## src/rtl/bf_arith_coalescer.sv

```systemverilog
// Folds runs of '+'/'-' into one signed delta pulse and forwards other BF commands; drops comments.
// Delta and forwarded op appear the cycle after the terminating edge; input stalls only while an op awaits i_op_out_ready.
module bf_arith_coalescer #(
    parameter int P_DELTA_W = 16,
    parameter int P_MAX_RUN = 255
) (
    input  logic                 i_clk,
    input  logic                 i_n_rst,
    input  logic                 i_op_valid,
    input  logic [7:0]           i_op,
    output logic                 o_op_ready,
    input  logic                 i_flush,
    output logic [P_DELTA_W-1:0] o_increment,
    output logic                 o_inc_valid,
    output logic                 o_op_out_valid,
    output logic [7:0]           o_op_out,
    input  logic                 i_op_out_ready
);

    localparam int CW = $clog2(P_MAX_RUN + 1);
    localparam logic signed [P_DELTA_W-1:0] ONE   = P_DELTA_W'(1);
    localparam logic        [CW-1:0]        MAX_C = CW'(P_MAX_RUN);

    typedef enum logic [1:0] {
        IDLE    = 2'd0,
        RUN     = 2'd1,
        EMIT_OP = 2'd2
    } state_t;

    state_t                      state_q, state_d;
    logic signed [P_DELTA_W-1:0] delta_q, delta_d;
    logic        [CW-1:0]        count_q, count_d;
    logic        [P_DELTA_W-1:0] inc_q, inc_d;
    logic                        inc_vld_q, inc_vld_d;
    logic        [7:0]           op_out_q, op_out_d;
    logic                        op_vld_q, op_vld_d;

    logic                        op_ready;
    logic                        is_plus, is_minus, is_cmd;
    logic                        acc_arith, acc_cmd;
    logic signed [P_DELTA_W-1:0] delta_nxt, flush_val;
    logic        [CW-1:0]        count_nxt;
    logic                        run_full, do_flush;

    always_comb begin
        is_plus  = (i_op == 8'h2B);
        is_minus = (i_op == 8'h2D);
        case (i_op)
            8'h3C, 8'h3E, 8'h5B, 8'h5D, 8'h2E, 8'h2C: is_cmd = 1'b1;
            default:                                 is_cmd = 1'b0;
        endcase
        acc_arith = i_op_valid && op_ready && (is_plus || is_minus);
        acc_cmd   = i_op_valid && op_ready && is_cmd;
        delta_nxt = is_minus ? (delta_q - ONE) : (delta_q + ONE);
        count_nxt = count_q + CW'(1);
        run_full  = acc_arith && (count_nxt == MAX_C);
    end

    // State register
    always_ff @(posedge i_clk or negedge i_n_rst) begin
        if (!i_n_rst) begin
            state_q <= IDLE;
        end else begin
            state_q <= state_d;
        end
    end

    // Next-state logic
    always_comb begin
        state_d = state_q;
        case (state_q)
            IDLE: begin
                if (acc_cmd)                    state_d = EMIT_OP;
                else if (acc_arith && !run_full) state_d = RUN;
            end
            RUN: begin
                if (acc_cmd)                   state_d = EMIT_OP;
                else if (i_flush || run_full)  state_d = IDLE;
            end
            EMIT_OP: begin
                if (i_op_out_ready)            state_d = IDLE;
            end
            default:                           state_d = IDLE;
        endcase
    end

    // Output decode: input is only stalled while a forwarded op is outstanding
    always_comb begin
        op_ready = (state_q != EMIT_OP);
    end

    // A run ends on a command, a flush, or the ARITH that fills it; that ARITH is part of the delta
    always_comb begin
        do_flush  = ((state_q == RUN) && (acc_cmd || i_flush || run_full)) ||
                    ((state_q == IDLE) && run_full);
        flush_val = acc_arith ? delta_nxt : delta_q;

        delta_d = delta_q;
        count_d = count_q;
        if (do_flush) begin
            delta_d = '0;
            count_d = '0;
        end else if (acc_arith) begin
            delta_d = delta_nxt;
            count_d = count_nxt;
        end

        inc_d     = '0;
        inc_vld_d = 1'b0;
        if (do_flush && (flush_val != '0)) begin
            inc_d     = flush_val;
            inc_vld_d = 1'b1;
        end

        op_out_d = op_out_q;
        op_vld_d = op_vld_q;
        if (acc_cmd) begin
            op_out_d = i_op;
            op_vld_d = 1'b1;
        end else if ((state_q == EMIT_OP) && i_op_out_ready) begin
            op_vld_d = 1'b0;
        end
    end

    always_ff @(posedge i_clk or negedge i_n_rst) begin
        if (!i_n_rst) begin
            delta_q   <= '0;
            count_q   <= '0;
            inc_q     <= '0;
            inc_vld_q <= 1'b0;
            op_out_q  <= '0;
            op_vld_q  <= 1'b0;
        end else begin
            delta_q   <= delta_d;
            count_q   <= count_d;
            inc_q     <= inc_d;
            inc_vld_q <= inc_vld_d;
            op_out_q  <= op_out_d;
            op_vld_q  <= op_vld_d;
        end
    end

    assign o_op_ready     = op_ready;
    assign o_increment    = inc_q;
    assign o_inc_valid    = inc_vld_q;
    assign o_op_out       = op_out_q;
    assign o_op_out_valid = op_vld_q;

endmodule

```

## config.mk

```make
export PLATFORM = sky130hd
export DESIGN_NAME = bf_arith_coalescer
export DESIGN_NICKNAME = d
export VERILOG_FILES = /design/src/rtl/bf_arith_coalescer.sv
export SDC_FILE = /design/constraint.sdc
export NUM_CORES = 1
export LEC_CHECK = 0
export CAP_MARGIN = 20
export CORE_UTILIZATION = 46
export CTS_CLUSTER_SIZE = 20
export DETAILED_ROUTE_END_ITERATION = 8
export GPL_TIMING_DRIVEN = 0
export HOLD_SLACK_MARGIN = 0.1
export PLACE_DENSITY_LB_ADDON = 0.08
export SETUP_SLACK_MARGIN = 0.1
export SYNTH_ARGS = -nofsm -noshare
export SYNTH_HDL_FRONTEND = slang
export SYNTH_SLANG_ARGS = --single-unit
```

## constraint.sdc

```tcl
create_clock -name i_clk -period 3.3 [get_ports i_clk]
set_clock_uncertainty 0.2 [all_clocks]
set_input_delay 0.825 -clock i_clk [delete_from_list [all_inputs] [get_ports i_clk]]
set_output_delay 0.825 -clock i_clk [all_outputs]
set_load 0.02 [all_outputs]
```

**Word level (Yosys, flattened, before mapping)**

Cells that the tools add are included.

- $lt $le $gt $ge: 0
- Multiplexer cells: 16
- Multipliers: 0
- Bitwise logic cells: 0
- Shift-type cells: 0
- Reduce and logical (&&, ||, !) cells: 21
- Div/mod/pow operators: 0
- Equal/unequal tests: 15
- Add/sub/neg operators: 3

Operators with widths:

| operator | number |
|---|---|
| 2-to-1 mux 16 bit | 4 |
| == test 8 x 6 -> 1 bit, second input constant | 6 |
| adder 16 x 2 -> 16 bit, second input constant | 1 |
| == test 8 x 7 -> 1 bit, second input constant | 2 |
| 2-to-1 mux 8 bit | 2 |
| nonzero test 16 bit | 1 |
| subtractor 16 x 2 -> 16 bit, second input constant | 1 |
| 2-to-1 mux 2 bit | 5 |
| logical AND 1 bit | 9 |
| adder 8 x 1 -> 8 bit, second input constant | 1 |
| == test 8 bit, second input constant | 1 |
| inequality test 3 bit, second input constant | 2 |
| one-hot mux 2 bit (3 select lines) | 1 |
| OR reduction 6 bit | 1 |
| logical OR 1 bit | 5 |
| 2-to-1 mux 1 bit | 4 |
| inequality test 2 bit, second input constant | 2 |
| nonzero test 2 bit | 2 |
| AND reduction 3 bit | 1 |
| == test 2 x 1 -> 1 bit, second input constant | 1 |
| == test 2 bit, second input constant | 1 |
| zero test 2 bit | 1 |
| zero test 1 bit | 1 |

- RAM bits: 0
- Latch bits: 0
- Memory bits (read-only): 0
- Bits in registers: 52
- Memories: 0

**Longest topological paths before layout**

Gate-level depths: netlist of run 1.

- Depth in word-level cells: 10
- Mapped depth: 12
- Mapped depth without buffers: 11

**Least setup slack after synthesis of run 1**

Ideal clock, no wire load.

- Path type: input to register
- Start point: input i_op[7]
- End point: register inc_vld_q, in the netlist o_inc_valid
- Library setup time: 0.141 ns
- Buffers on the path: 2
- Cell stages on the path: 12
- Required time: 2.959 ns
- Arrival time: 3.119 ns
- Path slack: -0.160 ns
- Cells stage by stage: and4bb_2 > nand2_2 > inv_2 > buf_4 > buf_2 > ha_1 > and3_1 > a211oi_1 > a2111oi_4 > xnor2_1 > o2111a_1 > a41oi_2

- Word-level cells in the longest chain between the ends: 10

RTL lines:

| item | RTL line | source |
|---|---|---|
| start, declared | 10 | `input logic [7:0] i_op,` |
| == test 8 x 6 -> 1 bit or == test 8 x 7 -> 1 bit (tied branches) | 48 | `case (i_op)` |
| OR reduction 6 bit | 48 |  |
| 2-to-1 mux 1 bit | 48 |  |
| logical AND 1 bit | 53 | `acc_cmd = i_op_valid && op_ready && is_cmd;` |
| logical OR 1 bit (2 in a row) | 94 | `do_flush = ((state_q == RUN) && (acc_cmd \|\| i_flush \|\| run_full)) \|\|` |
| logical AND 1 bit | 94 |  |
| logical OR 1 bit | 94 |  |
| logical AND 1 bit (*) | 110 | `if (do_flush && (flush_val != '0)) begin` |
| 2-to-1 mux 1 bit (*) | 110 |  |
| named net inc_vld_d | 34 | `logic inc_vld_q, inc_vld_d;` |
| end signal, assigned | 137 | `inc_vld_q <= inc_vld_d;` |
| end, declared | 34 |  |

Mark *: on every way through the listed nets, which the timed path passes. The rest lies on a longest branch.
A chain may end at the register's enable or synchronous reset.

**Final worst setup path of run 1**

- Start point: input i_op[6]
- End point: register inc_vld_q, in the netlist o_inc_valid

Same word-level chain as after synthesis.

==> results by group, run 1 <==
Layout
  • Share of cells above drive strength 1: 0.2150
  • N_diodes: 0
  • Post-route cell area: 3916 µm²
  • Filler cells: 533
  • Layout Area Growth over Synthesis: 30.74%
  • Post-route non-filler standard cell count: ~460
  • Final net count: 402

Die
  • Overall die height: about 83 µm
  • Die X: between 80 and 90 µm
  • Core Region: between 6000 and 7000 µm²
  • Initial core utilization: 0.4744
  • Rows: 29
  • # IOs: 40
  • Die area: approximately 7000 µm²

Logic synthesis
  • Top_reg_cell synth: dfrtp_1
  • Adder-cell share of the synthesized area: 0.01671
  • #FFs+latches synth: 52
  • Gate Count Post-Synth: 322
  • Yosys cell types: 62
  • Mapped cell area: ~3000 µm²
  • Synthesis Warnings: 0
  • Post-synthesis sequential area ratio: 0.4344
  • Post-synth ARST share: 1.000
  • Syn Area/Cell: roughly 9.3 µm²
  • Post-synthesis compound-gate area fraction: 0.1328
  • EDFF count, synth: 0
  • Syn Nets: between 300 and 400
  • Mux share of post-synthesis cell area: 0.02840
  • Simple-gate share of the synthesized area: 0.2652
  • Largest family of logic cells by synthesized area: simple AND/OR/NAND/NOR gates
  • Synth Area in XOR/XNOR: 0.07895

Setup path
  • Reg2reg start: delta_q[0]
  • Startpoint Class: input port
  • Req. time, crit path: between 3000 and 4000 ps
  • Reg2Reg Depth: 8
  • Critical path capture point type: register
  • Worst reg-to-reg setup slack: ~380 ps
  • Crit path DAT: 3280 ps
  • Kind of critical path: in2reg
  • R2r endpoint: o_inc_valid
  • Critical-path maximum fanout: 5

CTS
  • CTS tree: done
  • Worst-path clk slew: approximately 100 ps
  • Clk Latency, worst-skew pair: roughly 310 ps
  • H-tree depth: 2
  • Clock net sink count: between 50 and 60
  • CTS buffer count: 5
  • Clock root buffer master: clkbuf_8
  • CTS max path bufs: 2

Power
  • Sw Ratio: 0.2535
  • Switching Power: around 330 µW
  • Total leakage power: 1.711 nW
  • Pwr/cell area: 335.3 nW/µm²
  • Register share of total power: 0.514
  • Peak VDD IR: 0.2608 mV
  • Clock share of power: 0.336
  • Tot Pwr: around 1.3 mW
  • Combinational power share: 0.149
  • Pint: 980.2 µW

Min path
  • Min-Delay Endpoint: o_op_out[3]
  • Hold Startpoint: o_op_out[3]
  • Hold path cells: 1
  • Worst hold path class: reg2reg

Timing
  • Total negative slack: -11.59 ps
  • Crit share post-route: 1.004
  • Final Hold Violating Endpoints: 0
  • Crit path time final: between 3000 and 4000 ps
  • Final Max Slew Viols: 0
  • Highest clock rate: a little over 300 MHz
  • Slew HR: 0.6169
  • Unrepaired setup endpoints after global routing: yes
  • Final setup fails: 1
  • Final setup margin: -11.59 ps
  • Slew @ Worst Pin: roughly 570 ps

Run status
  • Failing checks: negative setup slack
  • Status: finished with violations

Route
  • WL per Instance: 16.56 µm
  • Via density: roughly 5.7
  • Routed WL: roughly 7700 µm
  • ANT nets after route: 0
  • DR top layer: met4
  • TritonRoute pass-1 iters: 7
  • DRT iter0 DRCs: 142
  • WL met1: 3561 µm
  • DRC violations left: 0
  • Met3 routed WL: 407 µm
  • Vias post-DR: 2652
  • Detailed route wirelength on metal2: 3555 µm

Placement
  • Place WS: -850.8 ps
  • Placed cell count: 439
  • Post-DP HPWL: approximately 5100 µm
  • Area after DPL: around 3600 µm²
  • Gpl congestion: between 0.8 and 0.9
  • I/O Buffers: 39

GRT
  • Maximum number of pins on one net before global-route repair: 30
  • GRT Total Usage: 0.2353
  • Gr ovfl total: 0
  • First-pass GRT wire length: ~12000 µm
  • Vias in the first global route: about 2400
  • Initial antenna violation count: 0

Run
  • Max Cap Viol: 0
-- worst max-delay path by stage --
stage               slack (ps)  depth (start not counted)  startpoint     endpoint
floorplan                   40                         11     i_op[6]  o_inc_valid
global placement          -860                         12     i_op[4]  o_inc_valid
detailed placement        -850                         12     i_op[4]  o_inc_valid
CTS                       -100                         12     i_op[1]  o_inc_valid
global route               -70                         13     i_op[6]  o_inc_valid
finish                     -10                         13     i_op[6]  o_inc_valid
-- registers in the layout, indices dropped and copies added (netlist names) --
register / flops
o_increment: 16
o_op_out: 8
state_q: 2
o_op_out_valid: 1
delta_q: 16
o_inc_valid: 1
count_q: 8
-- synthesized netlist by cell type, drive strengths merged, types with 3 or more instances --
library cell   n  area share
nand2         26       0.033
mux2           4       0.015
inv            6      0.0075
nor4           8       0.022
clkbuf         7      0.0088
and3           6       0.013
nor3           4      0.0067
nand3         13       0.022
xnor2         17       0.050
dfrtp         52        0.43
o21ai         10       0.017
ha             4       0.017
buf           14       0.027
xor2          10       0.029
nand3b         4       0.010
or3            4       0.010
nor2          60       0.075
nand4          9       0.019
mux2i          4       0.013
and2           5       0.010
nand2b         6       0.013
a21oi         12       0.020
a211oi         3      0.0075
-- per-layer routing --
layer  up-vias  global-route usage
met2       102              0.3844
met5         -                   0
met1      1280              0.3249
met4         0             0.05690
li1       1253                   -
met3        17             0.03626
-- metrics by stage --
step | util | hold WS (ps)
2_1_floorplan | - | 276.6
3_3_place_gp | 0.5610 | 248.7
3_5_place_dp | 0.5634 | 252.8
4_1_cts | 0.5993 | 279.4
5_1_grt | 0.6203 | 315.5
6_report | 0.6203 | 274.2
-- power by group through the flow --
| stage | sequential, mW | combinational, mW | clock (mW) |
|---|---|---|---|
| CTS | 0.676 | 0.193 | 0.458 |
| detailed placement | 0.687 | 0.185 | 0 |
| global placement | 0.687 | 0.181 | 0 |
| floorplan | 0.712 | 0.0710 | 0 |
| finish | 0.675 | 0.196 | 0.442 |
| global route | 0.679 | 0.216 | 0.475 |
-- area by class of cell --
class / count / area [µm²] / share of cell area
Inverter: 6 / 22.52 / 0.005751
Tap cell: 77 / 96.34 / 0.02460
Sequential cell: 52 / 1301 / 0.3323
Buffer: 21 / 132.6 / 0.03387
Clock inverter: 3 / 42.54 / 0.01086
Multi-Input combinational cell: 243 / 1717 / 0.4383
Timing Repair Buffer: 56 / 535.5 / 0.1367
Clock buffer: 5 / 68.82 / 0.01757
-- worst max-delay path, stage by stage --
cell and delay, ps:
buf_8 100, and4bb_4 380, nand2_8 80, xnor2_4 130, ha_4 180, nor4_4 200, buf_4 170, nand3_1 120
o22a_1 270, o221a_2 280, o32ai_2 150, o2111a_1 280, a41oi_2 120
-- cell usage in the layout (no fill, tap or decap), types with 6 or more instances in the layout --
master and count:
a21oi_1 11, nand2_1 24, nand2b_1 6, clkdlybuf4s50_1 30, nand3_1 13, o21ai_0 9, buf_4 14, nand4_1 9
dfrtp_1 52, xor2_1 10, buf_2 10, xnor2_1 15, nor2_1 60
-- repair_timing --
action | 4_1_cts | 5_1_grt
hold buffers | 0 | 0
pin swaps | 11 | 11
resized for setup | 48 | 19
setup buffers | 8 | 8
endpoints found under the setup margin | 35 | 32
-- cells by family (layout without fill, tap and decap cells) --
family                     after synthesis  after routing
and+or+nand+nor                        155            155
buffers and inverters                   27             91
AOI/OAI and AO/OA                       49             49
DFF                                     52             52
xor gates and xnor gates                27             27
adders and majority gates                4              4
muxes                                    8              8
No activity file was read; power rests on OpenSTA's default activity.
==> run 2: changes to the inputs <==
Settings changed: REMOVE_ABC_BUFFERS from default to 1.
==> run 2 against run 1 <==
The run now ends clean; via count is 4.9% lower; register-to-register slack better by 50 ps; combinational power is 6% lower; critical endpoint unchanged; critical path depth stayed put; largest power group unchanged; sequential share of layout area is 1.3 points higher; clock power is 12% lower; fmax is 3.2% higher; sequential power is 1% higher; non-clock buffer count is 18 lower.
==> results by group, run 2 (synthesized netlist as in run 1, its figures left out) <==
Timing
  • Crit share post-route: 0.9723
  • Final Max Slew Viols: 0
  • Slew HR: 0.5590
  • Slew @ Worst Pin: about 660 ps
  • Unrepaired setup endpoints after global routing: yes
  • Highest clock rate: around 310 MHz
  • Total negative slack: 0 ps
  • Crit path time final: between 3000 and 4000 ps
  • Final setup fails: 0
  • Final Hold Violating Endpoints: 0

Layout
  • Layout Area Growth over Synthesis: 25.69%
  • N_diodes: 0
  • Most common cell after layout, fill and taps aside: nor2_1
  • Post-route non-filler standard cell count: between 400 and 500
  • Final net count: approximately 380
  • Post-route cell area: roughly 3800 µm²
  • Share of cells above drive strength 1: 0.1853
  • Commonest cells after routing, fill and taps aside: 60 x nor2_1, 52 x dfrtp_1, 30 x clkdlybuf4s50_1

CTS
  • CTS Hold Bufs: 0
  • CTS buffer count: 5
  • CTS max path bufs: 2
  • Clk Latency, worst-skew pair: 310 ps
  • Clock net sink count: 52
  • H-tree depth: 2
  • Clock root buffer master: clkbuf_8
  • Worst-path clk slew: 90 ps
  • CTS tree: done

Setup path
  • Worst reg-to-reg setup slack: 430 ps
  • Reg2reg start: delta_q[1]
  • Kind of critical path: in2reg
  • Critical-path maximum fanout: 5
  • Slowest-stage cell, CP: and4bb_4
  • Reg2Reg Depth: 7
  • Crit-path cells: buf_8, and4bb_4, nand2_8, xnor2_4, ha_4, buf_6, and3_4, and3_4, a211oi_2, a2111oi_4, xnor2_1, o2111a_1, a41oi_2
  • Worst Setup EP: o_inc_valid
  • R2r endpoint: o_inc_valid
  • Crit path DAT: roughly 3200 ps
  • CP dominant cell by count: and3_4
  • Startpoint Class: input port
  • Critical path capture point type: register
  • Worst setup path start: i_op[1]
  • Largest stage delay on the critical path: 380 ps
  • Req. time, crit path: 3260 ps

Power
  • Register share of total power: 0.542
  • Clock share of power: 0.311
  • Sw Ratio: 0.2531
  • Pint: roughly 940 µW
  • Total leakage power: roughly 1.6 nW
  • Pwr/cell area: 334.0 nW/µm²
  • Peak VDD IR: around 0.19 mV
  • Switching Power: 318.3 µW
  • Tot Pwr: roughly 1.3 mW
  • Combinational power share: 0.147

Placement
  • Placed cell count: ~420
  • Gpl congestion: around 0.85
  • Post-DP HPWL: 4616 µm
  • I/O Buffers: 39
  • Area after DPL: 3430 µm²

Route
  • Vias post-DR: 2521
  • TritonRoute pass-1 iters: 5
  • DRT iter0 DRCs: roughly 120
  • ANT nets after route: 0
  • DRC violations left: 0
  • Via density: ~5.7
  • Routed WL: ~7000 µm
  • WL per Instance: around 16 µm

Run
  • Max Cap Viol: 0

GRT
  • GRT Total Usage: 0.2193
  • Vias in the first global route: around 2300
  • Initial antenna violation count: 0
  • Gr ovfl total: 0
  • First-pass GRT wire length: around 11000 µm
  • Maximum number of pins on one net before global-route repair: 28

Die
  • Rows: 29
  • Die X: 82.70 µm
  • Overall die height: between 80 and 90 µm
  • Core Region: between 6000 and 7000 µm²
  • # IOs: 40
  • Die area: 6838 µm²
  • Initial core utilization: 0.4744

Run status
  • Status: finished, final reports clean

Min path
  • Worst hold path class: reg2reg
  • Hold Startpoint: o_op_out[3]
[run 2: cell types whose count changed in the layout (fill, tap and decap cells not counted), sizes merged]
| cell | delta |
|---|---|
| clkbuf | -8 |
| clkinv | -1 |
| bufinv | -1 |
| buf | -8 |
| clkinvlp | -1 |
[run 2: per-stage QoR]
step	setup WS (ps)	utilization	hold slack, ps
5_1_grt	9.385	0.5963	286.3
4_1_cts	-17.25	0.5822	276.9
3_3_place_gp	-3870	0.5345	247.9
3_5_place_dp	-1063	0.5432	252.7
2_1_floorplan	-1374	-	276.6
6_report	91.52	0.5963	270.5
[run 2: power by group through the flow]
stage / Clock (mW) / Sequential [mW] / Combinational [mW]
global route: 0.425 / 0.686 / 0.202
CTS: 0.406 / 0.680 / 0.182
global placement: 0 / 0.692 / 0.170
detailed placement: 0 / 0.693 / 0.175
floorplan: 0 / 0.716 / 0.0626
finish: 0.391 / 0.682 / 0.185
[run 2: what timing repair did]
action                                  4_1_cts  5_1_grt
buffers inserted                             12        5
gates cloned                                  0        0
endpoints found under the setup margin       39        7
resized for setup                            53        7
pin swaps                                     9       10
[run 2: metal layers]
layer  wire length [µm]  vias up  track usage  part of all wire
met4                 94        0      0.06379             0.013
met3                282       10      0.04066             0.040
met5                  0        -            0                 0
met2               3379       66       0.3607              0.48
met1               3222     1221       0.2924              0.46
li1                   -     1224            -                 -
[run 2: worst max-delay path, delay by kind of cell]
kind / cells / cell delay (ps)
AO/OA/AOI/OAI: 4 / 750
adder cells (fa/ha/maj): 1 / 180
AND/OR/NAND/NOR: 4 / 860
XOR/XNOR: 2 / 350
buffers and inverters: 2 / 200
[run 2: area by class of cell]
cell class,count,area (µm²)
flip-flops and latches,52,1301
clock buffers,7,96.34
inverters,6,25.02
multi-input cells,243,1694
fillers,572,2549
repair buffers,59,551.8
well taps,77,96.34
[run 2: how the worst min path moves through the flow]
| stage | to | slack, ps | cells after the start |
|---|---|---|---|
| after floorplan | state_q[0] | 280 | 1 |
| after global routing | o_op_out[3] | 290 | 1 |
| final | o_op_out[3] | 270 | 1 |
| after CTS | o_op_out[3] | 280 | 1 |
| after detailed placement | o_op_out[3] | 250 | 1 |
| after global placement | o_op_out[3] | 250 | 1 |
==> run 3: changes to the inputs <==
Settings changed: TNS_END_PERCENT from default to 30.
==> results of run 3 <==
No change in the layout: final DEF, timing and power equal those of run 2.
